[src/rtl/multicycle_ctrl.sv]
// multicycle_ctrl -- control FSM for a multicycle RV32I-style datapath.
//
// Purpose:
//   Sequences FETCH -> DECODE -> EXEC -> [MEM] -> [WB] per instruction and
//   drives the datapath strobes and mux selects. It traps on an illegal
//   opcode or when a memory request waits too long for memReady. TRAP is
//   sticky and only rst leaves it.
//
// Ports:
//   clk, rst         clock; synchronous active-high reset
//   opcode[6:0]      instruction opcode, sampled in DECODE only
//   memReady         memory completion for the current request
//   branchTaken      ALU compare result, sampled in EXEC only
//   memReq/memWrite  memory request and its store qualifier
//   irWriteEnable    instruction-register load strobe
//   regsWriteEnable  register-file write strobe
//   pcWriteEnable    PC update strobe
//   pcSel[1:0]       0 = PC+4, 1 = PC+imm, 2 = ALU result
//   aluXSel          0 = rs1, 1 = PC
//   aluYSel[1:0]     0 = rs2, 1 = imm, 2 = constant 4
//   wbSel[1:0]       0 = ALU, 1 = memory data, 2 = PC+4, 3 = imm
//   trap             sticky fault flag
//   trapCause[1:0]   0 = none, 1 = illegal opcode, 2 = memory timeout
//   instret[31:0]    retired-instruction count (one per PC update)
//   state_dbg[2:0]   current FSM state
//
// Handshake: memReq stays high from the first cycle of a FETCH or MEM
// visit until the cycle in which memReady is seen high. That cycle
// completes the transfer. Only rst or a timeout drops memReq before
// completion.
module multicycle_ctrl #(
  parameter int unsigned MEM_TIMEOUT = 255
) (
  input  logic        clk,
  input  logic        rst,
  input  logic [6:0]  opcode,
  input  logic        memReady,
  input  logic        branchTaken,
  output logic        memReq,
  output logic        memWrite,
  output logic        irWriteEnable,
  output logic        regsWriteEnable,
  output logic        pcWriteEnable,
  output logic [1:0]  pcSel,
  output logic        aluXSel,
  output logic [1:0]  aluYSel,
  output logic [1:0]  wbSel,
  output logic        trap,
  output logic [1:0]  trapCause,
  output logic [31:0] instret,
  output logic [2:0]  state_dbg
);

  typedef enum logic [2:0] {
    S_FETCH  = 3'd0,
    S_DECODE = 3'd1,
    S_EXEC   = 3'd2,
    S_MEM    = 3'd3,
    S_WB     = 3'd4,
    S_TRAP   = 3'd5
  } state_e;

  typedef enum logic [3:0] {
    C_R, C_I, C_LOAD, C_STORE, C_BRANCH, C_JAL, C_JALR, C_LUI, C_AUIPC,
    C_ILLEGAL
  } op_class_e;

  // Trap fires on the cycle the counter would count its MEM_TIMEOUT-th
  // idle cycle, so compare against MEM_TIMEOUT-1 with memReady still low.
  localparam logic [7:0] WAIT_LAST = 8'(MEM_TIMEOUT - 1);

  state_e      state_q, state_d;
  op_class_e   op_q, op_d, dec_class;
  logic [7:0]  wait_q, wait_d;
  logic [1:0]  cause_q, cause_d;
  logic [31:0] instret_q, instret_d;

  logic       mem_req_c, mem_write_c, ir_we_c, regs_we_c, pc_we_c, alu_x_sel_c;
  logic [1:0] pc_sel_c, alu_y_sel_c, wb_sel_c;

  always_comb begin
    dec_class = C_ILLEGAL;
    case (opcode)
      7'b0110011: dec_class = C_R;
      7'b0010011: dec_class = C_I;
      7'b0000011: dec_class = C_LOAD;
      7'b0100011: dec_class = C_STORE;
      7'b1100011: dec_class = C_BRANCH;
      7'b1101111: dec_class = C_JAL;
      7'b1100111: dec_class = C_JALR;
      7'b0110111: dec_class = C_LUI;
      7'b0010111: dec_class = C_AUIPC;
      default:    dec_class = C_ILLEGAL;
    endcase
  end

  always_comb begin
    state_d     = state_q;
    op_d        = op_q;
    wait_d      = wait_q;
    cause_d     = cause_q;
    mem_req_c   = 1'b0;
    mem_write_c = 1'b0;
    ir_we_c     = 1'b0;
    regs_we_c   = 1'b0;
    pc_we_c     = 1'b0;
    pc_sel_c    = 2'd0;
    alu_x_sel_c = 1'b0;
    alu_y_sel_c = 2'd0;
    wb_sel_c    = 2'd0;

    case (state_q)
      S_FETCH: begin
        mem_req_c = 1'b1;
        if (memReady) begin
          ir_we_c = 1'b1;
          state_d = S_DECODE;
        end else if (wait_q == WAIT_LAST) begin
          state_d = S_TRAP;
          cause_d = 2'd2;
        end else begin
          wait_d = wait_q + 8'd1;
        end
      end

      S_DECODE: begin
        op_d = dec_class;
        if (dec_class == C_ILLEGAL) begin
          state_d = S_TRAP;
          cause_d = 2'd1;
        end else begin
          state_d = S_EXEC;
        end
      end

      S_EXEC: begin
        case (op_q)
          C_I, C_LOAD, C_STORE, C_JALR: alu_y_sel_c = 2'd1;
          C_JAL, C_AUIPC: begin
            alu_x_sel_c = 1'b1;
            alu_y_sel_c = 2'd1;
          end
          default: ;
        endcase
        if (op_q == C_BRANCH) begin
          pc_we_c  = 1'b1;
          pc_sel_c = branchTaken ? 2'd1 : 2'd0;
          state_d  = S_FETCH;
          wait_d   = 8'd0;
        end else if (op_q == C_LOAD || op_q == C_STORE) begin
          state_d = S_MEM;
          wait_d  = 8'd0;
        end else begin
          state_d = S_WB;
        end
      end

      S_MEM: begin
        mem_req_c   = 1'b1;
        mem_write_c = (op_q == C_STORE);
        if (memReady) begin
          if (op_q == C_STORE) begin
            pc_we_c = 1'b1;
            state_d = S_FETCH;
            wait_d  = 8'd0;
          end else begin
            state_d = S_WB;
          end
        end else if (wait_q == WAIT_LAST) begin
          state_d = S_TRAP;
          cause_d = 2'd2;
        end else begin
          wait_d = wait_q + 8'd1;
        end
      end

      S_WB: begin
        regs_we_c = 1'b1;
        pc_we_c   = 1'b1;
        case (op_q)
          C_JALR:  begin pc_sel_c = 2'd2; wb_sel_c = 2'd2; end
          C_JAL:   begin pc_sel_c = 2'd1; wb_sel_c = 2'd2; end
          C_LOAD:  wb_sel_c = 2'd1;
          C_LUI:   wb_sel_c = 2'd3;
          default: ;
        endcase
        state_d = S_FETCH;
        wait_d  = 8'd0;
      end

      S_TRAP: ;

      default: state_d = S_FETCH;
    endcase
  end

  // rst masks every request/strobe in the cycle it is seen, so an
  // abandoned transfer can never produce a strobe or a count.
  assign memReq          = mem_req_c & ~rst;
  assign memWrite        = mem_write_c & ~rst;
  assign irWriteEnable   = ir_we_c & ~rst;
  assign regsWriteEnable = regs_we_c & ~rst;
  assign pcWriteEnable   = pc_we_c & ~rst;
  assign pcSel           = rst ? 2'd0 : pc_sel_c;
  assign aluXSel         = alu_x_sel_c & ~rst;
  assign aluYSel         = rst ? 2'd0 : alu_y_sel_c;
  assign wbSel           = rst ? 2'd0 : wb_sel_c;
  assign trap            = (state_q == S_TRAP);
  assign trapCause       = cause_q;
  assign instret         = instret_q;
  assign state_dbg       = state_q;

  always_comb begin
    instret_d = instret_q + 32'(pcWriteEnable);
  end

  always_ff @(posedge clk) begin
    if (rst) begin
      state_q   <= S_FETCH;
      op_q      <= C_R;
      wait_q    <= 8'd0;
      cause_q   <= 2'd0;
      instret_q <= 32'd0;
    end else begin
      state_q   <= state_d;
      op_q      <= op_d;
      wait_q    <= wait_d;
      cause_q   <= cause_d;
      instret_q <= instret_d;
    end
  end

endmodule

[config.mk]
export PLATFORM = sky130hd
export DESIGN_NAME = multicycle_ctrl
export DESIGN_NICKNAME = d
export VERILOG_FILES = /design/src/rtl/multicycle_ctrl.sv
export SDC_FILE = /design/constraint.sdc
export NUM_CORES = 1
export LEC_CHECK = 0
export ABC_AREA = 1
export BUFFER_PORTS_ARGS = -buffer_cell sky130_fd_sc_hd__buf_4
export CORE_MARGIN = 1
export CORE_UTILIZATION = 45
export DETAILED_ROUTE_END_ITERATION = 10
export MAX_ROUTING_LAYER = met4
export PLACE_DENSITY_LB_ADDON = 0.08
export SETUP_SLACK_MARGIN = 0.5
export SLEW_MARGIN = 20
export SYNTH_ARGS = -nofsm -noshare
export SYNTH_HDL_FRONTEND = slang
export SYNTH_SLANG_ARGS = --single-unit
export TNS_END_PERCENT = 1
[constraint.sdc]
create_clock -name clk -period 2.9 [get_ports clk]
set_clock_uncertainty 0.05 [all_clocks]
set_input_delay 0.58 -clock clk [delete_from_list [all_inputs] [get_ports clk]]
set_output_delay 0.58 -clock clk [all_outputs]
set_load 0.01 [all_outputs]
==> qor.log, run 1 <==
INFO  outcome        run_status=completed
INFO  pwr            vdd_ir_drop_max=307.5uV
INFO  global_routing global_route_usage_over_all_layers=24.74%
INFO  timing         slew_headroom=62.44%
INFO  timing         report.final.slew_viol_count=0
INFO  timing         final_critical_path_setup_slack=460.7ps
INFO  route          detail-route-antenna-nets=0
INFO  yosys          yosys.area_share.adder=2.131%
INFO  placed_design  place_worst_setup_slack=237.2ps
INFO  yosys          syn-num-nets=475
INFO  yosys          number_of_flops_mapped_to_enable_cells_by_yosys=0
INFO  yosys          synth_top_family_by_area=simple AND/OR/NAND/NOR gates
INFO  route          detail_route.drc_violations=0
INFO  yosys          number_of_synthesis_warnings=0
INFO  clock_network  numCtsBuffers=5
INFO  route          tritonroute_pass_1_iters=4
INFO  worst_setup_path crit_path_dat=2570ps
INFO  timing         timing.hold.ws=428.6ps
INFO  timing         setup-violations-final=0
INFO  yosys          synth.top_cells.by_area=sky130_fd_sc_hd__dfxtp_1 33%, sky130_fd_sc_hd__nand2_1 14%, sky130_fd_sc_hd__nor2_1 9.6%
INFO  pwr            cellLeakagePower=1.640nW
INFO  timing         finalWorstPathRequiredPeriod=2439ps
INFO  clock_network  clock-root-buffer=sky130_fd_sc_hd__clkbuf_8
INFO  cells_and_area ant_cells=0
INFO  yosys          yosys.area.top_type_share=33.42%
INFO  clock_network  cts_buffer_depth=2
INFO  worst_setup_path worst-r2r-cell-count=13
INFO  yosys          ys_types=39
INFO  global_routing met3_usage=3.956%
INFO  floorplan      fp-row-count=29
INFO  timing         final_min_period_over_clock_period=84.11%
INFO  global_routing gr-usage-met1=29.63%
INFO  pwr            power_density=470.7nW/um^2
INFO  floorplan      start_util=46.49%
INFO  route          vias_per_cell=5.155
INFO  route          drt-initial-drc-count=171
INFO  yosys          synth_xor_area_share=3.282%
INFO  worst_hold_path worstHoldPathCells=2
INFO  cells_and_area area.sequential=1001squm
INFO  clock_network  worst_setup_hold_path_clk_slew=100ps
INFO  yosys          syn-cell-area=2935squm
INFO  yosys          synth-main-ff-cell=sky130_fd_sc_hd__dfxtp_1
INFO  yosys          synth.ff_latch_count=49
INFO  floorplan      floorplan.die.width=82.77microns
INFO  cells_and_area layout.filler_cells=614
INFO  yosys          synth_area_leader_cell=sky130_fd_sc_hd__dfxtp_1
INFO  yosys          yosys-top-cells-count=112 x sky130_fd_sc_hd__nand2_1, 75 x sky130_fd_sc_hd__nor2_1, 49 x sky130_fd_sc_hd__dfxtp_1
INFO  timing         timing.final.hold_violations=0
INFO  route          avgRoutedWirePerCell=13.06microns
INFO  yosys          synth_most_common_cell=sky130_fd_sc_hd__nand2_1
INFO  cells_and_area layoutNonFillerInstCount=607
INFO  placed_design  portBuffers=59
INFO  worst_setup_path critPathLaunchType=register
INFO  worst_setup_path critical_path_endpoint_category=register
INFO  route          totalWireLength=7.925mm
INFO  timing         worst_pin_slew=562.8ps
INFO  global_routing grt_first_pass_wirelength=12.45mm
INFO  global_routing gr_layer_usage_met2=43.03%
INFO  clock_network  cts-htree-levels=2
INFO  placed_design  routabilityCongestion=0.8689
INFO  placed_design  number_of_instances_in_the_placed_design=588
INFO  global_routing grt_most_used_layer=met2
INFO  placed_design  detailed_placement_hpwl=5.987mm
INFO  floorplan      die_area=6850squm
INFO  yosys          post_synth_mux_area_share=0%
INFO  global_routing grt_max_degree=41
INFO  floorplan      fp.dieH=82.77microns
INFO  run            cap_violations=0
INFO  yosys          postSynthAreaPerCell=6.395squm
INFO  cells_and_area syn_to_final_growth=29.24%
INFO  pwr            total_power=1.786mW
INFO  global_routing number_of_antenna_violations_at_the_first_check_in_global_routing=0
INFO  timing         achievable-frequency=0.4100GHz
INFO  yosys          synth_async_sr_flop_share=0%
INFO  cells_and_area multiInputGateArea=1857squm
INFO  yosys          yosysSeqAreaShare=33.42%
INFO  cells_and_area fin_nets=545
INFO  yosys          yosys.area_share.simple=39.81%
INFO  worst_hold_path timing.hold.worst.class=reg2reg
INFO  cells_and_area drive_above_1_share=25.28%
INFO  clock_network  clock-sinks=49
INFO  clock_network  clock_tree_from_tritoncts=done
INFO  worst_setup_path worstPathRequired=3030ps
INFO  worst_setup_path critical_path_class=reg2reg
INFO  clock_network  clock_insertion_delay_worst_skew=310ps
INFO  global_routing grt_remaining_overflow=0
INFO  yosys          synthesis.instances=459
INFO  floorplan      floorplan.core_area=6314squm
INFO  route          via_count=3,129
INFO  yosys          synth_compound_gate_area_share=12.49%
INFO  timing         rsz_0062_raised_after_global_routing=true
INFO  floorplan      io-pin-count=61
INFO  worst_setup_path critical_path.max_fanout=5
INFO  global_routing first_global_vias=2,707
INFO  timing         fin_setup_tns=0ps
==> state kept, by name, indices dropped and copies added (netlist names) <==
signal     cells
wait_q         8
op_q           4
trapCause      2
state_dbg      3
instret       32
==> power breakdown <==
group,switching [mW],total [mW],internal [mW]
clock,0.230,0.402,0.172
sequential,0.0754,0.818,0.743
combinational,0.340,0.565,0.225
==> cells in the final DEF, fill, tap and decap left out, drive strengths merged <==
| master | count |
|---|---|
| buf | 71 |
| dfxtp | 49 |
| o21bai | 1 |
| nor3b | 2 |
| nor3 | 12 |
| xor2 | 7 |
| a41oi | 1 |
| nand2 | 116 |
| clkinv | 1 |
| or2 | 5 |
| and3 | 1 |
| nor2 | 86 |
| a21boi | 1 |
| nand4 | 8 |
| clkbuf | 7 |
| xnor2 | 4 |
| inv | 58 |
| a21oi | 33 |
| o21ai | 24 |
| o21a | 1 |
| a31oi | 2 |
| ha | 5 |
| nor4 | 2 |
| o31ai | 2 |
| conb | 1 |
| nand3 | 28 |
| o211ai | 2 |
==> repair_timing <==
item / in CTS / in global routing
buffers inserted: 1 / 10
pin swaps: 4 / 12
resized for setup: 6 / 18
cloned: 0 / 0
endpoints found under the setup margin: 19 / 19
hold buffers: 0 / 0
endpoints found under the hold margin: 0 / 0
==> stage by stage <==
step / instance area (sq um) / utilization [%]
floorplan: 3038 / -
global placement: 3546 / 56.16
detailed placement: 3546 / 56.16
CTS: 3660 / 57.97
global route: 3794 / 60.09
finish: 3794 / 60.09
==> worst paths after layout <==
path	from	to	slack, ps
setup / recovery	state_dbg[2]	instret[26]	460
hold / removal	instret[31]	instret[31]	430
setup reg to reg	state_dbg[2]	instret[26]	460
hold reg to reg	instret[31]	instret[31]	430
==> cells by family (layout without fill, tap and decap cells) <==
family                   count (synthesis)  after routing
other                                    1              1
flip-flops                              49             49
XOR/XNOR                                11             11
adder cells (fa/ha/maj)                  5              5
AND/OR/NAND/NOR                        260            260
AO/OA/AOI/OAI                           67             67
buffers and inverters                   66            137
==> layout make-up <==
class	count	share of cell area, %
Clock buffer	7	2.012
Tap cell	77	2.540
Sequential cell	49	26.39
Inverter	58	5.904
Clock inverter	1	0.1649
Timing Repair Buffer	71	14.05
Multi-Input combinational cell	344	48.94
==> layer usage <==
metal  routed length (microns)  vias up  part of all wire, %
li1                          -     1615                    -
met4                       146        0                  1.8
met3                       286       13                  3.6
met1                      3505     1424                   44
met5                         0        -                    0
met2                      3987       77                   50
==> worst max-delay path: stages, from the launching register on <==
cell	delay, ps
sky130_fd_sc_hd__dfxtp_4	370
sky130_fd_sc_hd__inv_6	70
sky130_fd_sc_hd__nand2_8	70
sky130_fd_sc_hd__nor2_4	110
sky130_fd_sc_hd__inv_2	70
sky130_fd_sc_hd__nor3_4	160
sky130_fd_sc_hd__nor2_2	70
sky130_fd_sc_hd__o31ai_4	300
sky130_fd_sc_hd__ha_4	220
sky130_fd_sc_hd__ha_1	230
sky130_fd_sc_hd__nor3b_4	240
sky130_fd_sc_hd__nand3_1	130
sky130_fd_sc_hd__xor2_1	180
sky130_fd_sc_hd__nor2_1	50
(Power assumes the default switching activity.)
==> run 2, diff against run 1 <==
--- a/config.mk
+++ b/config.mk
@@ -5,7 +5,7 @@
 export SDC_FILE = /design/constraint.sdc
 export NUM_CORES = 1
 export LEC_CHECK = 0
-export ABC_AREA = 1
+export ABC_AREA = 0
 export BUFFER_PORTS_ARGS = -buffer_cell sky130_fd_sc_hd__buf_4
 export CORE_MARGIN = 1
 export CORE_UTILIZATION = 45
==> constraint.sdc (replaced) <==
create_clock -name clk -period 2.47 [get_ports clk]
set_clock_uncertainty 0.05 [all_clocks]
set_input_delay 0.494 -clock clk [delete_from_list [all_inputs] [get_ports clk]]
set_output_delay 0.494 -clock clk [all_outputs]
set_load 0.01 [all_outputs]
==> qor.log, run 2 <==
INFO  outcome        run_status=completed
INFO  floorplan      floorplan.core_area=5921squm [-6.2%]
INFO  cells_and_area drive_above_1_share=26.94% [+1.7 points]
INFO  cells_and_area fin_nets=427 [-22%]
INFO  floorplan      start_util=46.83% [+0.34 points]
INFO  yosys          number_of_synthesis_warnings=0 [unchanged]
INFO  global_routing grt_most_used_layer=met2
INFO  route          drt-initial-drc-count=118 [-31%]
INFO  yosys          yosys-top-cells-count=58 x sky130_fd_sc_hd__nor2_1, 49 x sky130_fd_sc_hd__dfxtp_1, 25 x sky130_fd_sc_hd__xor2_1
INFO  worst_setup_path cp_slowest_stage_delay=360ps [about the same]
INFO  yosys          ys_types=52 [+33%]
INFO  timing         achievable-frequency=0.4376GHz [+6.7%]
INFO  route          detail-route-antenna-nets=0 [unchanged]
INFO  pwr            total_power=2.264mW [+27%]
INFO  placed_design  routabilityCongestion=0.8329 [-4.1%]
INFO  yosys          synth-main-ff-cell=sky130_fd_sc_hd__dfxtp_1
INFO  yosys          synth_most_common_cell=sky130_fd_sc_hd__nor2_1
INFO  cells_and_area layout_commonest_cell=sky130_fd_sc_hd__buf_4
INFO  worst_setup_path crit_path_dat=2430ps [-140 ps]
INFO  timing         final_critical_path_setup_slack=184.8ps [-275.9 ps]
INFO  cells_and_area mostFrequentLayoutCells=79 x sky130_fd_sc_hd__buf_4, 53 x sky130_fd_sc_hd__nor2_1, 47 x sky130_fd_sc_hd__dfxtp_1, 25 x sky130_fd_sc_hd__xor2_1, 24 x sky130_fd_sc_hd__nand2_1
INFO  timing         finalWorstPathRequiredPeriod=2285ps [-154.1 ps]
INFO  pwr            p_int=1.428mW [+25%]
INFO  floorplan      io-pin-count=61 [unchanged]
INFO  pwr            switching_power_of_the_nets=0.8362mW [+30%]
INFO  worst_setup_path cp_slowest_cell=sky130_fd_sc_hd__dfxtp_2
INFO  pwr            combinational_power_share=39.1% [+7.5 points]
INFO  worst_setup_path critPathLaunchType=register
INFO  route          totalWireLength=6.617mm [-17%]
INFO  timing         final_min_period_over_clock_period=92.52% [+8.4 points]
INFO  timing         rsz_0062_raised_after_global_routing=true
INFO  cells_and_area layout.filler_cells=546 [-11%]
INFO  timing         worst_pin_slew=538.5ps [-24.30 ps]
INFO  yosys          synth.ff_latch_count=49 [unchanged]
INFO  route          avgRoutedWirePerCell=13.59microns [+4.1%]
INFO  worst_setup_path worstPathRequired=2610ps [-420 ps]
INFO  cells_and_area syn_to_final_growth=28.02%
INFO  timing         timing.final.hold_violations=0 [unchanged]
INFO  global_routing grt_max_degree=23 [-44%]
INFO  pwr            power_density=637.7nW/um^2 [+35%]
INFO  floorplan      floorplan.die.width=80.50microns [-2.7%]
INFO  floorplan      fp-row-count=28 [-3.4%]
INFO  route          vias_per_cell=5.441 [+5.6%]
INFO  clock_network  clock_insertion_delay_worst_skew=290ps [-20 ps]
INFO  pwr            vdd_ir_drop_max=401.9uV [+31%]
INFO  yosys          postSynthAreaPerCell=7.945squm [+24%]
INFO  worst_setup_path critical_path.max_fanout=9 [+4]
INFO  worst_setup_path critical_path_endpoint_category=register
INFO  clock_network  clock_tree_from_tritoncts=done
INFO  clock_network  cts_buffer_depth=2 [unchanged]
INFO  clock_network  worst_setup_hold_path_clk_slew=90ps [about the same]
INFO  cells_and_area ant_cells=0 [unchanged]
INFO  pwr            swShare=36.94% [+0.78 points]
INFO  clock_network  postCtsHoldBufs=0 [unchanged]
INFO  clock_network  clock-sinks=49 [unchanged]
INFO  worst_setup_path timing.critical_path.cells=nor2b_2, nand4_1, o21ai_2, a31oi_4, nor2_4, ha_4, nand4_1, nor4_4, buf_6, nand4_1, xor2_1, nor2_1
INFO  yosys          synth_async_sr_flop_share=0% [unchanged]
INFO  run            cap_violations=0 [unchanged]
INFO  global_routing grt_remaining_overflow=0 [unchanged]
INFO  clock_network  clock-root-buffer=sky130_fd_sc_hd__clkbuf_8
INFO  yosys          yosysSeqAreaShare=35.38% [+2.0 points]
INFO  global_routing grt_first_pass_wirelength=10.88mm [-13%]
INFO  clock_network  cts-htree-levels=2 [unchanged]
INFO  global_routing gr-usage-met1=28.97% [-0.66 points]
INFO  route          detail_route.drc_violations=0 [unchanged]
INFO  clock_network  numCtsBuffers=5 [unchanged]
INFO  placed_design  number_of_instances_in_the_placed_design=474 [-19%]
INFO  timing         setup-violations-final=0 [unchanged]
INFO  placed_design  portBuffers=59 [unchanged]
INFO  pwr            pwr-share-clk=20.2% [-2.3 points]
INFO  floorplan      die_area=6479squm [-5.4%]
INFO  cells_and_area largest_register_ffs=32 [unchanged]
INFO  global_routing gr_layer_usage_met2=33.81% [-9.2 points]
INFO  yosys          synth_area_leader_cell=sky130_fd_sc_hd__dfxtp_1
INFO  cells_and_area area.sequential=985.9squm [-1.5%]
INFO  placed_design  place_worst_setup_slack=106.0ps [-131.2 ps]
INFO  floorplan      fp.dieH=80.50microns [-2.7%]
INFO  worst_hold_path timing.hold.worst.class=reg2reg
INFO  global_routing global_route_usage_over_all_layers=21.68% [-3.1 points]
INFO  yosys          number_of_flops_mapped_to_enable_cells_by_yosys=0 [unchanged]
INFO  yosys          syn-num-nets=365 [-23%]
INFO  timing         slew_headroom=64.00% [+1.6 points]
INFO  route          via_count=2,650 [-15%]
INFO  global_routing first_global_vias=2,291 [-15%]
INFO  cells_and_area layoutNonFillerInstCount=487 [-20%]
INFO  yosys          yosys.area.top_type_share=35.38% [+2.0 points]
INFO  worst_setup_path critical_path_class=reg2reg
INFO  cells_and_area multiInputGateArea=1760squm [-5.2%]
INFO  timing         fin_setup_tns=0ps [unchanged]
INFO  yosys          syn-cell-area=2773squm [-5.5%]
INFO  global_routing met3_usage=4.205% [+0.25 points]
INFO  placed_design  detailed_placement_hpwl=4.700mm [-22%]
INFO  pwr            cellLeakagePower=1.427nW [-13%]
INFO  route          tritonroute_pass_1_iters=4 [unchanged]
INFO  worst_setup_path path_common_cell=sky130_fd_sc_hd__nand4_1
INFO  yosys          synth.top_cells.by_area=sky130_fd_sc_hd__dfxtp_1 35%, sky130_fd_sc_hd__xor2_1 7.9%, sky130_fd_sc_hd__nor2_1 7.9%
INFO  timing         report.final.slew_viol_count=0 [unchanged]
INFO  yosys          synthesis.instances=349 [-24%]
INFO  pwr            sequentialPowerShare=40.7% [-5.1 points]
INFO  global_routing number_of_antenna_violations_at_the_first_check_in_global_routing=0 [unchanged]
-- run 2: metrics by stage --
step	cell area, sq um	util, %	hold slack (ps)
5_1_grt	3550	59.95	458.5
3_5_place_dp	3331	56.26	421.4
6_report	3550	59.95	433.1
3_3_place_gp	3331	56.26	415.5
4_1_cts	3492	58.98	433.5
2_1_floorplan	2840	-	437.1
-- run 2: path summary, 6_finish.rpt --
path | from | endpoint | slack [ps] | cells past startpoint
max | op_q[1] | instret[31] | 180 | 12
min | trapCause[0] | trapCause[0] | 430 | 2
max reg2reg | op_q[1] | instret[31] | 180 | 12
min reg2reg | trapCause[0] | trapCause[0] | 430 | 2
-- run 2: routing by layer --
layer	vias up	wire [microns]
met5	-	0
met1	1252	3253
met4	0	36
li1	1356	-
met3	4	188
met2	38	3139
-- run 2: repair_timing --
action | 4_1_cts | 5_1_grt
pin swaps | 7 | 6
buffers inserted | 5 | 0
endpoints found under the setup margin | 41 | 44
resized for setup | 10 | 11
-- run 2: area by class of cell --
cell class,count,share of cell area [%]
clock buffer,6,2.044
clock inverter,2,0.2820
inverter,6,0.6345
multi-input combinational,269,49.59
sequential,49,27.78
tap,75,2.644
timing repair buffer,80,17.03
-- run 2: critical path, delay by kind of cell (launching register included) --
kind | cells | cell delay [ps]
xor gates and xnor gates | 1 | 160
AOI/OAI and AO/OA | 2 | 220
adders and majority gates | 1 | 190
DFF | 1 | 360
buffers and inverters | 1 | 190
and+or+nand+nor | 7 | 1030
-- run 2: power by group through the flow --
stage | Sequential [mW] | Clock, mW | Combinational (mW)
6_report | 0.921 | 0.457 | 0.885
5_1_grt | 0.932 | 0.518 | 0.983
4_1_cts | 0.919 | 0.474 | 0.871
3_5_place_dp | 0.950 | 0 | 0.821
3_3_place_gp | 0.949 | 0 | 0.811
2_1_floorplan | 0.921 | 0 | 0.644
-- run 2: kinds of logic (layout without fill, tap and decap cells) --
kind of cell	Yosys count	in the layout	synth area share, %
simple gates	171	171	32.22
compound gates	60	60	14.53
mux	1	1	0.3610
xor+xnor	31	31	9.792
buf+inv	31	94	5.325
other cells	1	1	0.1352
fa+ha+maj	5	5	2.256
flops	49	49	35.38
==> run 3, diff against run 2 <==
--- a/config.mk
+++ b/config.mk
@@ -13,7 +13,7 @@
 export MAX_ROUTING_LAYER = met4
 export PLACE_DENSITY_LB_ADDON = 0.08
 export SETUP_SLACK_MARGIN = 0.5
-export SLEW_MARGIN = 20
+export SLEW_MARGIN = 10
 export SYNTH_ARGS = -nofsm -noshare
 export SYNTH_HDL_FRONTEND = slang
 export SYNTH_SLANG_ARGS = --single-unit
==> constraint.sdc (replaced) <==
create_clock -name clk -period 1.9 [get_ports clk]
set_clock_uncertainty 0.05 [all_clocks]
set_input_delay 0.38 -clock clk [delete_from_list [all_inputs] [get_ports clk]]
set_output_delay 0.38 -clock clk [all_outputs]
set_load 0.01 [all_outputs]
==> qor.log, run 3 (synthesis results as in run 2) <==
INFO  outcome        run_status=finished with violations
INFO  outcome        failed_checks=negative setup slack
INFO  worst_setup_path critical_path.max_fanout=7 [-2]
INFO  route          avgRoutedWirePerCell=13.54microns [-0.37%]
INFO  clock_network  clock-root-buffer=sky130_fd_sc_hd__clkbuf_8
INFO  worst_setup_path crit_path_dat=2290ps [-140 ps]
INFO  worst_setup_path worst_path_dominant_cell_family=simple AND/OR/NAND/NOR gates
INFO  clock_network  clock_insertion_delay_worst_skew=290ps [about the same]
INFO  route          detail_route.drc_violations=0 [unchanged]
INFO  global_routing first_global_vias=2,503 [+9.3%]
INFO  worst_setup_path cp_slowest_stage_delay=360ps [about the same]
INFO  route          via_count=2,708 [+2.2%]
INFO  floorplan      fp-row-count=28 [unchanged]
INFO  worst_setup_path rr_endpoint=instret[28]
INFO  clock_network  worst_setup_hold_path_clk_slew=90ps [about the same]
INFO  worst_setup_path worst-r2r-cell-count=13 [+1]
INFO  worst_setup_path critical_path_class=reg2reg
INFO  worst_setup_path cp_slowest_cell=sky130_fd_sc_hd__dfxtp_2
INFO  worst_hold_path timing.hold.worst.start=opcode[3]
INFO  timing         final_critical_path_setup_slack=-267.6ps [-452.4 ps]
INFO  clock_network  cts-htree-levels=2 [unchanged]
INFO  clock_network  cts_buffer_depth=2 [unchanged]
INFO  cells_and_area layout.filler_cells=520 [-4.8%]
INFO  worst_setup_path reg2reg_setup_slack=-270ps [-450 ps]
INFO  floorplan      io-pin-count=61 [unchanged]
INFO  worst_setup_path worstPathRequired=2030ps [-580 ps]
INFO  cells_and_area drive_above_1_share=36.05% [+9.1 points]
INFO  pwr            total_power=3.188mW [+41%]
INFO  pwr            pwr-share-clk=18.7% [-1.5 points]
INFO  timing         timing.hold.ws=379.7ps [-53.47 ps]
INFO  floorplan      start_util=46.83% [unchanged]
INFO  timing         report.final.slew_viol_count=0 [unchanged]
INFO  run            cap_violations=0 [unchanged]
INFO  floorplan      fp.dieH=80.50microns [unchanged]
INFO  placed_design  portBuffers=59 [unchanged]
INFO  pwr            p_int=2.025mW [+42%]
INFO  floorplan      die_area=6479squm [unchanged]
INFO  global_routing grt_first_pass_wirelength=11.32mm [+4.0%]
INFO  pwr            power_density=828.5nW/um^2 [+30%]
INFO  worst_setup_path critPathLaunchType=register
INFO  route          detail-route-antenna-nets=0 [unchanged]
INFO  floorplan      floorplan.die.width=80.50microns [unchanged]
INFO  worst_hold_path worstHoldPathCells=3 [+1]
INFO  worst_hold_path hold-path-endpoint=op_q[2]
INFO  pwr            cellLeakagePower=1.556nW [+9.0%]
INFO  route          drt-initial-drc-count=124 [+5.1%]
INFO  worst_setup_path crit_buf_inv=1 [unchanged]
INFO  global_routing global_route_usage_over_all_layers=22.36% [+0.68 points]
INFO  placed_design  detailed_placement_hpwl=5.045mm [+7.3%]
INFO  route          vias_per_cell=5.362 [-1.5%]
INFO  cells_and_area syn_to_final_growth=38.76%
INFO  global_routing grt_remaining_overflow=0 [unchanged]
INFO  timing         timing.final.hold_violations=0 [unchanged]
INFO  floorplan      floorplan.core_area=5921squm [unchanged]
INFO  pwr            switching_power_of_the_nets=1.163mW [+39%]
INFO  timing         achievable-frequency=0.4613GHz [+5.4%]
INFO  global_routing number_of_antenna_violations_at_the_first_check_in_global_routing=0 [unchanged]
INFO  clock_network  clock_tree_from_tritoncts=done
INFO  worst_setup_path timing.critical_path.cells=nor2b_1, nand4_1, o21ai_1, a31oi_1, nor2_2, ha_4, ha_4, nand3_4, nor4_4, buf_4, nand4_1, xor2_1, nor2_1
INFO  worst_hold_path timing.hold.worst.class=in2reg
INFO  global_routing grt_max_degree=46 [+100%]
INFO  worst_setup_path crit-reg2reg-launch=op_q[1]
INFO  timing         rsz_0062_raised_after_global_routing=true
INFO  route          totalWireLength=6.836mm [+3.3%]
INFO  cells_and_area layout_commonest_cell=sky130_fd_sc_hd__buf_4
INFO  clock_network  numCtsBuffers=5 [unchanged]
INFO  timing         setup-violations-final=33 [+33]
INFO  route          tritonroute_pass_1_iters=4 [unchanged]
INFO  worst_setup_path critical_path_endpoint_category=register
INFO  cells_and_area ant_cells=0 [unchanged]
INFO  clock_network  clock-sinks=49 [unchanged]
INFO  cells_and_area fin_nets=445 [+4.2%]
INFO  placed_design  routabilityCongestion=0.8108 [-2.7%]
INFO  pwr            swShare=36.47% [-0.47 points]
INFO  cells_and_area mostFrequentLayoutCells=87 x sky130_fd_sc_hd__buf_4, 49 x sky130_fd_sc_hd__nor2_1, 40 x sky130_fd_sc_hd__dfxtp_1, 25 x sky130_fd_sc_hd__xor2_1, 24 x sky130_fd_sc_hd__nand2_1
INFO  timing         finalWorstPathRequiredPeriod=2168ps [-117.6 ps]
INFO  pwr            sequentialPowerShare=38.2% [-2.5 points]
INFO  pwr            combinational_power_share=43.0% [+3.9 points]
INFO  cells_and_area largest_register_ffs=32 [unchanged]
INFO  timing         final_min_period_over_clock_period=114.1% [+22 points]
INFO  pwr            vdd_ir_drop_max=465.2uV [+16%]
INFO  cells_and_area layout.core_utilization=64.98% [+5.0 points]
run 3: changes by cell type in the layout (fill, tap and decap cells not counted), moves of 4 or more:
cell                      previous run  this run
sky130_fd_sc_hd__nor3_2              0         4
sky130_fd_sc_hd__dfxtp_1            47        40
sky130_fd_sc_hd__buf_4              79        87
sky130_fd_sc_hd__nor3_1             11         7
sky130_fd_sc_hd__nor2_1             53        49
sky130_fd_sc_hd__dfxtp_2             1         6
sky130_fd_sc_hd__buf_6               1         8
run 3: final cells by class:
type,count,area (sq um),area share (%)
Timing Repair Buffer,98,793.3,20.62
Tap cell,75,93.84,2.439
Inverter,6,27.53,0.7154
Clock inverter,1,7.507,0.1951
Clock buffer,7,76.32,1.984
Multi-Input combinational cell,269,1849,48.06
Sequential cell,49,999.7,25.98
run 3: how the worst max path moves through the flow:
stage | startpoint | end | slack (ps) | cells after the start
2_1_floorplan | state_dbg[0] | instret[25] | -500 | 12
3_3_place_gp | op_q[0] | instret[24] | -320 | 13
3_5_place_dp | op_q[0] | instret[17] | -450 | 12
4_1_cts | op_q[1] | instret[17] | -280 | 12
5_1_grt | op_q[1] | instret[28] | -530 | 13
6_report | op_q[1] | instret[28] | -270 | 13
run 3: stage by stage:
stage | setup WS [ps] | setup TNS (ps) | cell area [sq um] | cells
floorplan | -495.2 | -10340 | 2830 | 349
global placement | -316.3 | -6814 | 3506 | 495
detailed placement | -447.7 | -9741 | 3506 | 495
CTS | -283.6 | -5756 | 3746 | 505
global route | -533.0 | -12340 | 3847 | 505
finish | -267.6 | -5313 | 3847 | 505
run 3: worst register-to-register path, stage by stage (launching register included):
cell,delay [ps]
sky130_fd_sc_hd__dfxtp_2,360
sky130_fd_sc_hd__nor2b_1,130
sky130_fd_sc_hd__nand4_1,90
sky130_fd_sc_hd__o21ai_1,100
sky130_fd_sc_hd__a31oi_1,110
sky130_fd_sc_hd__nor2_2,160
sky130_fd_sc_hd__ha_4,180
sky130_fd_sc_hd__ha_4,140
sky130_fd_sc_hd__nand3_4,70
sky130_fd_sc_hd__nor4_4,130
sky130_fd_sc_hd__buf_4,200
sky130_fd_sc_hd__nand4_1,120
sky130_fd_sc_hd__xor2_1,160
sky130_fd_sc_hd__nor2_1,50
run 3: power groups by stage:
stage	registers, mW	logic [mW]	clock network (mW)
after floorplan	1.20	0.827	0
after global placement	1.20	1.19	0
after detailed placement	1.20	1.21	0
after CTS	1.19	1.28	0.621
after global routing	1.23	1.50	0.661
final	1.22	1.37	0.597
run 3: per-layer routing:
metal / up-vias / GRT usage [%] / wire (microns)
li1: 1387 / - / -
met1: 1269 / 30.09 / 3274
met2: 48 / 35.59 / 3312
met3: 4 / 3.068 / 208
met4: 0 / 4.821 / 41
met5: - / - / 0
run 3: what timing repair did:
item / CTS / global route
gates resized for setup: 36 / 27
pin swaps: 13 / 6
hold buffers: 0 / 0
buffers inserted: 2 / 0
setup endpoints to repair: 61 / 66
